**src/rtl/uart_tx_tick_if.sv**
```systemverilog
// rtl/uart_tx_tick_if.sv - start/tick/data inputs and serial/status outputs of the UART transmitter
interface uart_tx_tick_if #(
    parameter int DBIT = 8
);
    logic            i_tx_start;
    logic            i_s_tick;
    logic [DBIT-1:0] i_din;
    logic            o_tx;
    logic            o_busy;
    logic            o_tx_done_tick;

    modport master (
        output i_tx_start,
        output i_s_tick,
        output i_din,
        input  o_tx,
        input  o_busy,
        input  o_tx_done_tick
    );

    modport slave (
        input  i_tx_start,
        input  i_s_tick,
        input  i_din,
        output o_tx,
        output o_busy,
        output o_tx_done_tick
    );
endinterface

```
**src/rtl/uart_tx_tick.sv**
```systemverilog
// rtl/uart_tx_tick.sv - 8N1 UART transmitter paced by an external oversampling tick
module uart_tx_tick #(
    parameter int DBIT    = 8,
    parameter int SB_TICK = 16,
    parameter int OS      = 16
) (
    input  logic         i_clk,
    input  logic         i_reset,
    uart_tx_tick_if.slave bus
);
    localparam int S_MAX = (OS > SB_TICK) ? OS : SB_TICK;
    localparam int S_W   = (S_MAX > 1) ? $clog2(S_MAX) : 1;
    localparam int N_W   = (DBIT > 1) ? $clog2(DBIT) : 1;

    localparam logic [1:0] IDLE  = 2'd0;
    localparam logic [1:0] START = 2'd1;
    localparam logic [1:0] DATA  = 2'd2;
    localparam logic [1:0] STOP  = 2'd3;

    logic [1:0]      state_q, state_d;
    logic [S_W-1:0]  s_q, s_d;
    logic [N_W-1:0]  n_q, n_d;
    logic [DBIT-1:0] b_q, b_d;
    logic            tx_q, tx_d;
    logic            done_q, done_d;

    // Next-state logic; the line level is computed here so o_tx comes straight from a flop.
    always_comb begin
        state_d = state_q;
        s_d     = s_q;
        n_d     = n_q;
        b_d     = b_q;
        tx_d    = tx_q;
        done_d  = 1'b0;
        case (state_q)
            IDLE: begin
                // Ticks are ignored here; a start is taken even if a tick arrives with it.
                tx_d = 1'b1;
                if (bus.i_tx_start) begin
                    b_d     = bus.i_din;
                    s_d     = '0;
                    state_d = START;
                    tx_d    = 1'b0;
                end
            end
            START: begin
                if (bus.i_s_tick) begin
                    if (s_q == S_W'(OS - 1)) begin
                        s_d     = '0;
                        n_d     = '0;
                        state_d = DATA;
                        tx_d    = b_q[0];
                    end else begin
                        s_d = s_q + S_W'(1);
                    end
                end
            end
            DATA: begin
                if (bus.i_s_tick) begin
                    if (s_q == S_W'(OS - 1)) begin
                        s_d = '0;
                        b_d = b_q >> 1;
                        if (n_q == N_W'(DBIT - 1)) begin
                            state_d = STOP;
                            tx_d    = 1'b1;
                        end else begin
                            n_d  = n_q + N_W'(1);
                            tx_d = b_d[0];
                        end
                    end else begin
                        s_d = s_q + S_W'(1);
                    end
                end
            end
            default: begin
                // STOP: hold the line high for SB_TICK ticks, then pulse done.
                tx_d = 1'b1;
                if (bus.i_s_tick) begin
                    if (s_q == S_W'(SB_TICK - 1)) begin
                        state_d = IDLE;
                        done_d  = 1'b1;
                    end else begin
                        s_d = s_q + S_W'(1);
                    end
                end
            end
        endcase
    end

    // State registers; asynchronous reset aborts any frame and forces the line idle at once.
    always_ff @(posedge i_clk or posedge i_reset) begin
        if (i_reset) begin
            state_q <= IDLE;
            s_q     <= '0;
            n_q     <= '0;
            b_q     <= '0;
            tx_q    <= 1'b1;
            done_q  <= 1'b0;
        end else begin
            state_q <= state_d;
            s_q     <= s_d;
            n_q     <= n_d;
            b_q     <= b_d;
            tx_q    <= tx_d;
            done_q  <= done_d;
        end
    end

    assign bus.o_tx           = tx_q;
    assign bus.o_busy         = (state_q != IDLE);
    assign bus.o_tx_done_tick = done_q;
endmodule
```
**src/flat_wrapper.sv**
```systemverilog
// flat-port wrapper written by rule: the top's interface ports become plain ports
module uart_tx_tick_flat 
#(
    parameter int DBIT    = 8,
    parameter int SB_TICK = 16,
    parameter int OS      = 16
)
  (i_clk, i_reset, bus_i_tx_start, bus_i_s_tick, bus_i_din, bus_o_tx, bus_o_busy, bus_o_tx_done_tick);
  uart_tx_tick_if #(.DBIT(DBIT)) bus_i ();
  input  logic i_clk;
  input  logic i_reset;
  input wire logic [$bits(bus_i.i_tx_start)-1:0] bus_i_tx_start;
  input wire logic [$bits(bus_i.i_s_tick)-1:0] bus_i_s_tick;
  input wire logic [$bits(bus_i.i_din)-1:0] bus_i_din;
  output wire logic [$bits(bus_i.o_tx)-1:0] bus_o_tx;
  output wire logic [$bits(bus_i.o_busy)-1:0] bus_o_busy;
  output wire logic [$bits(bus_i.o_tx_done_tick)-1:0] bus_o_tx_done_tick;
  assign bus_i.i_tx_start = bus_i_tx_start;
  assign bus_i.i_s_tick = bus_i_s_tick;
  assign bus_i.i_din = bus_i_din;
  assign bus_o_tx = bus_i.o_tx;
  assign bus_o_busy = bus_i.o_busy;
  assign bus_o_tx_done_tick = bus_i.o_tx_done_tick;
  uart_tx_tick #(.DBIT(DBIT), .SB_TICK(SB_TICK), .OS(OS)) u_core (.i_clk(i_clk), .i_reset(i_reset), .bus(bus_i));
endmodule
```
**config.mk**
```make
export PLATFORM = sky130hd
export DESIGN_NAME = uart_tx_tick_flat
export DESIGN_NICKNAME = d
export VERILOG_FILES = /design/src/rtl/uart_tx_tick_if.sv /design/src/rtl/uart_tx_tick.sv /design/src/flat_wrapper.sv
export SDC_FILE = /design/constraint.sdc
export NUM_CORES = 1
export LEC_CHECK = 0
export CORE_UTILIZATION = 56
export CTS_BUF_LIST = sky130_fd_sc_hd__clkbuf_8
export CTS_CLUSTER_DIAMETER = 100
export CTS_CLUSTER_SIZE = 8
export DETAILED_ROUTE_END_ITERATION = 7
export PLACE_DENSITY = 0.81
export SETUP_SLACK_MARGIN = 0.15
export SLEW_MARGIN = 20
export SYNTH_ARGS = -nofsm -noshare
export SYNTH_HDL_FRONTEND = slang
export SYNTH_SLANG_ARGS = --single-unit
```
**constraint.sdc**
```tcl
create_clock -name i_clk -period 2.3 [get_ports i_clk]
set_input_delay 0.46 -clock i_clk [delete_from_list [all_inputs] [get_ports i_clk]]
set_output_delay 0.46 -clock i_clk [all_outputs]
set_load 0.03 [all_outputs]
```
### Word-level counts from Yosys, hierarchy flattened

Cells that the tools add are included.

* register bits: 19
* word-level logic and storage cells: 69
* bits of input ports: 12

* add/subtract/negate cells: 2
* reduce and logical (&&, ||, !) cells: 13
* muxes and demuxes: 35
* eq/ne operators: 13

Operators with widths (count)
* two-way mux 8 bit: 3
* two-way mux 4 bit: 5
* two-way mux 2 bit: 8
* case mux 8 bit (2 select lines): 1
* two-way mux 3 bit: 5
* AND reduction 4 bit: 3
* nonzero test 2 bit: 5
* two-way mux 1 bit: 9
* inequality test 2 x 1 -> 1 bit (second input constant): 4
* inequality test 2 bit (second input constant): 4
* case mux 4 bit (2 select lines): 1
* AND reduction 8 bit: 1
* case mux 2 bit (3 select lines): 1
* case mux 3 bit (2 select lines): 1
* AND reduction 6 bit: 1
* adder 4 x 1 -> 4 bit (second input constant): 1
* == test 4 bit (second input constant): 1
* adder 3 x 1 -> 3 bit (second input constant): 1
* == test 3 bit (second input constant): 1
* inequality test 3 bit (second input constant): 1
* case mux 1 bit (3 select lines): 1
* OR reduction 3 bit: 1
* == test 2 x 1 -> 1 bit (second input constant): 1
* == test 2 bit (second input constant): 1
* 2 further kinds: 2

### Depth between registers and ports, before layout

* word-level depth: 5
* mapped depth: 6

### Least setup slack after synthesis

No wires, ideal clock.

* path kind: register to register
* start point: register u_core.state_q[0]
* end point: register u_core.state_q[1]
* stages on the path, launching flop included: 7
* data required time: 2175 ps
* setup time: 125 ps
* setup slack: 654 ps
* arrival: 1521 ps
* period minus slack after synthesis: 1646 ps
* buffers on the path: 0
* cells stage by stage: dfrtp_1 inv_1 ha_1 inv_1 o21ai_1 nand3_2 mux2_4

* longest elaborated chain between the ends: 3
* elaborated cells on any way between the ends: 13
* classes of those cells: eq/ne: 8; mux: 1; reduce/logical: 4

Ends and longest elaborated chain
* from (decl): RTL line uart_tx_tick.sv:20 `logic [1:0] state_q, state_d;`
* from (signal assigned): RTL line uart_tx_tick.sv:100 `state_q <= state_d;`
* == test 2 bit, or another cell as far along: RTL line uart_tx_tick.sv:35 `case (state_q)`
* inequality test 2 x 1 -> 1 bit (no line), or another cell as far along
* AND reduction 8 bit (no line)

Several ways; a longest one is shown, not always the timed one.
A chain may end at the register's enable or synchronous reset.

### Worst setup path in the final report

* start point: register u_core.state_q[0]
* end point: output port bus_o_busy

* longest elaborated chain between the ends: 1

Ends and longest elaborated chain
* nonzero test 2 bit: RTL line uart_tx_tick.sv:110 `assign bus.o_busy = (state_q != IDLE);`
* to (decl): RTL line flat_wrapper.sv:16 `output wire logic [$bits(bus_i.o_busy)-1:0] bus_o_busy;`

No other way between the ends.

==> run_results.csv <==
group,metric,value,unit
die,core_region_area,1820,µm²
pwr,p_total,1.68,mW
sta,slew_headroom,51.9,%
cells_and_area,finalInstanceArea,1340,µm²
die,start_util,62.7,%
yosys,synthArstFlopShare,100,%
cells_and_area,drive_gt1_share,15.6,%
cells_and_area,antennaDiodeCount,0,
grt,antenna_found_initial,0,
critical_path,critPathRequiredTime,1.84,ns
place,placed_area,1300,µm²
critical_path,reg2reg_depth,5,
grt,track_usage,25.0,%
critical_path,reg2reg_from,"u_core.state_q[0]",
critical_path,critPathKind,"reg2out",
sta,rsz0062_at_grt,"false",
cells_and_area,nets,149,
sta,slew_violations,0,
drt,ant_nets,0,
drt,wire_per_inst,14.5,µm
grt,grt_pass1_wl,3840,µm
min_path,hold_path_startpoint,"u_core.b_q[5]",
place,dp_hpwl,1600,µm
clock_network,cts_tree,"built",
grt,grt_pass1_vias,889,
drt,vias_per_cell,6.04,
drt,wl_met3,81,µm
die,die_h,47.2,µm
sta,tightest_slew,0.721,ns
place,io_buffers,14,
yosys,ys.flop_type,"dfrtp_1",
yosys,ys_ff_latch,19,
drt,drt_wl_total,2220,µm
cells_and_area,fin_util,73.8,%
drt,drc,0,
sta,worst_slack,0.302,ns
sta,finalHoldViolations,0,
drt,drt-pass1-iter-count,4,
critical_path,crit_arrival,1.54,ns
critical_path,worstReg2RegEnd,"u_core.b_q[5]",
clock_network,clock_sinks,19,
clock_network,cts_htree_levels,1,
min_path,hp-class,"reg2reg",
cells_and_area,area_growth,17.6,%
sta,fin_skew,0.00738,ns
clock_network,clock_path_buffers,2,
yosys,syn_inst,112,
status,status,"finished, final reports clean",
sta,period_minus_slack,2.00,ns
yosys,avgSynthCellArea,10.2,µm²
critical_path,crit_path_end_kind,"output pin",
sta,finalCritPeriodShare,86.9,%
yosys,syn_area,1140,µm²
min_path,hold-path-endpoint,"u_core.b_q[5]",
drt,top_layer,"met4",
yosys,synth_most_common_cell,"dfrtp_1",
die,fp.dieW,47.2,µm
yosys,synth_largest_type_area_fraction,39.4,%
yosys,synth_commonest_cells,"dfrtp_1, a21oi_1, nor2_1, o22ai_1",
die,num_io_pins,15,
die,row_count,15,
cells_and_area,fill_cells,129,
place,dp_slack,0.306,ns
job,max_cap_viol_count,0,
clock_network,cts_buffers,3,
sta,fmax,501,MHz
critical_path,cp_max_fo,6,
place,gp_congestion,0.784,
grt,grt_max_degree,20,
min_path,min_path_cells,1,
die,die_area,2220,µm²
grt,overflow,0,
drt,vias,924,
clock_network,cts_root_buf,"clkbuf_8",
pwr,p_leak,0.630,nW
sta,fin_setup_tns,0,ns
yosys,yosysTopAreaCell,"dfrtp_1",
pwr,peakVddDrop,0.671,mV
place,place_inst,149,
pwr,pwr_density_cell,1250,nW/µm²
cells_and_area,layout.cells.non_filler,153,
clock_network,cts_hold_buf,0,
drt,drt-met1-wl,1020,µm
yosys,ys_seq_area_share,41.7,%
yosys,yosys-top-cells-area,"dfrtp_1, ha_1, o22ai_1",
sta,worst_hold_slack,0.513,ns
sta,finalSetupViolCount,0,
clock_network,clock_latency,0.26,ns
drt,drt-initial-drc-count,19,
critical_path,startpoint_type,"register",
clock_network,path_clk_slew,0.07,ns
yosys,ys.warnings.count,0,
yosys,synth_nets,132,
yosys,synth_edf_count,0,
critical_path,ff2ff_setup_slack,0.46,ns
yosys,netlist-cell-type-count,33,
drt,wl_met2,1080,µm
==> layout by cell type (no fill, tap or decap), types with 2 or more instances in the layout <==
cell type,n
a22o_1,5
clkdlybuf4s50_1,13
clkbuf_8,3
o22ai_1,9
nand3_1,2
nand2_1,7
o21ai_2,4
nor2_1,10
o22a_1,4
mux2_2,3
ha_1,8
mux2i_1,3
a21oi_1,10
dfrtp_1,18
inv_1,9
==> worst max-delay path, stage by stage (launching register included) <==
cell           delay (ns)
dfrtp_1              0.40
inv_1                0.10
ha_1                 0.29
inv_1                0.09
dlygate4sd2_1        0.40
==> area by class of cell <==
type | count | area [µm²] | share of cell area (%)
Clock buffer | 3 | 41.3 | 3.07
Clock inverter | 1 | 3.75 | 0.279
Inverter | 8 | 30.0 | 2.23
Multi-Input combinational cell | 82 | 614 | 45.7
Sequential cell | 19 | 477 | 35.5
Tap cell | 25 | 31.3 | 2.33
Timing Repair Buffer | 15 | 146 | 10.9
==> state kept, by name, indices dropped and copies added (netlist names) <==
name and cells:
u_core.s_q 4, u_core.bus.o_tx 1, u_core.b_q 8, u_core.bus.o_tx_done_tick 1, u_core.n_q 3, u_core.state_q 2
==> how the worst max path moves through the flow <==
stage / startpoint / end / slack, ns / cells past startpoint
after floorplan: u_core.state_q[0] / u_core.state_q[1] / 0.65 / 6
after global placement: u_core.state_q[1] / bus_o_busy / 0.35 / 4
after detailed placement: u_core.state_q[0] / bus_o_busy / 0.31 / 4
after CTS: u_core.state_q[0] / bus_o_busy / 0.29 / 4
after global routing: u_core.state_q[0] / bus_o_busy / 0.22 / 4
final: u_core.state_q[0] / bus_o_busy / 0.30 / 4
==> report_power, final <==
group	total [mW]	internal [mW]	switching, mW
sequential	0.588	0.472	0.115
clock	0.228	0.119	0.110
combinational	0.864	0.398	0.466
total	1.68	0.989	0.691
==> per-layer routing <==
metal  global-route usage (%)  vias up
met3                     3.85        6
met2                     41.4       25
li1                         -      449
met4                     10.9        0
met5                        0        -
met1                     32.4      444
==> repair_timing <==
| action | in CTS | in global routing |
|---|---|---|
| endpoints found under the hold margin | 0 | 0 |
| gates resized for setup | 1 | 0 |
| endpoints found under the setup margin | 1 | 0 |
| buffers inserted | 0 | 0 |
==> kinds of logic (layout without fill, tap and decap cells) <==
kind of cell / Yosys count / after routing / share of synthesized area [%]
AO/OA/AOI/OAI: 40 / 40 / 24.9
buffers and inverters: 11 / 27 / 4.49
multiplexers: 7 / 7 / 6.90
adder cells (fa/ha/maj): 8 / 8 / 8.76
AND/OR/NAND/NOR: 27 / 27 / 13.3
flip-flops: 19 / 19 / 41.7
Note: power is estimated with default switching activity, not from simulation.
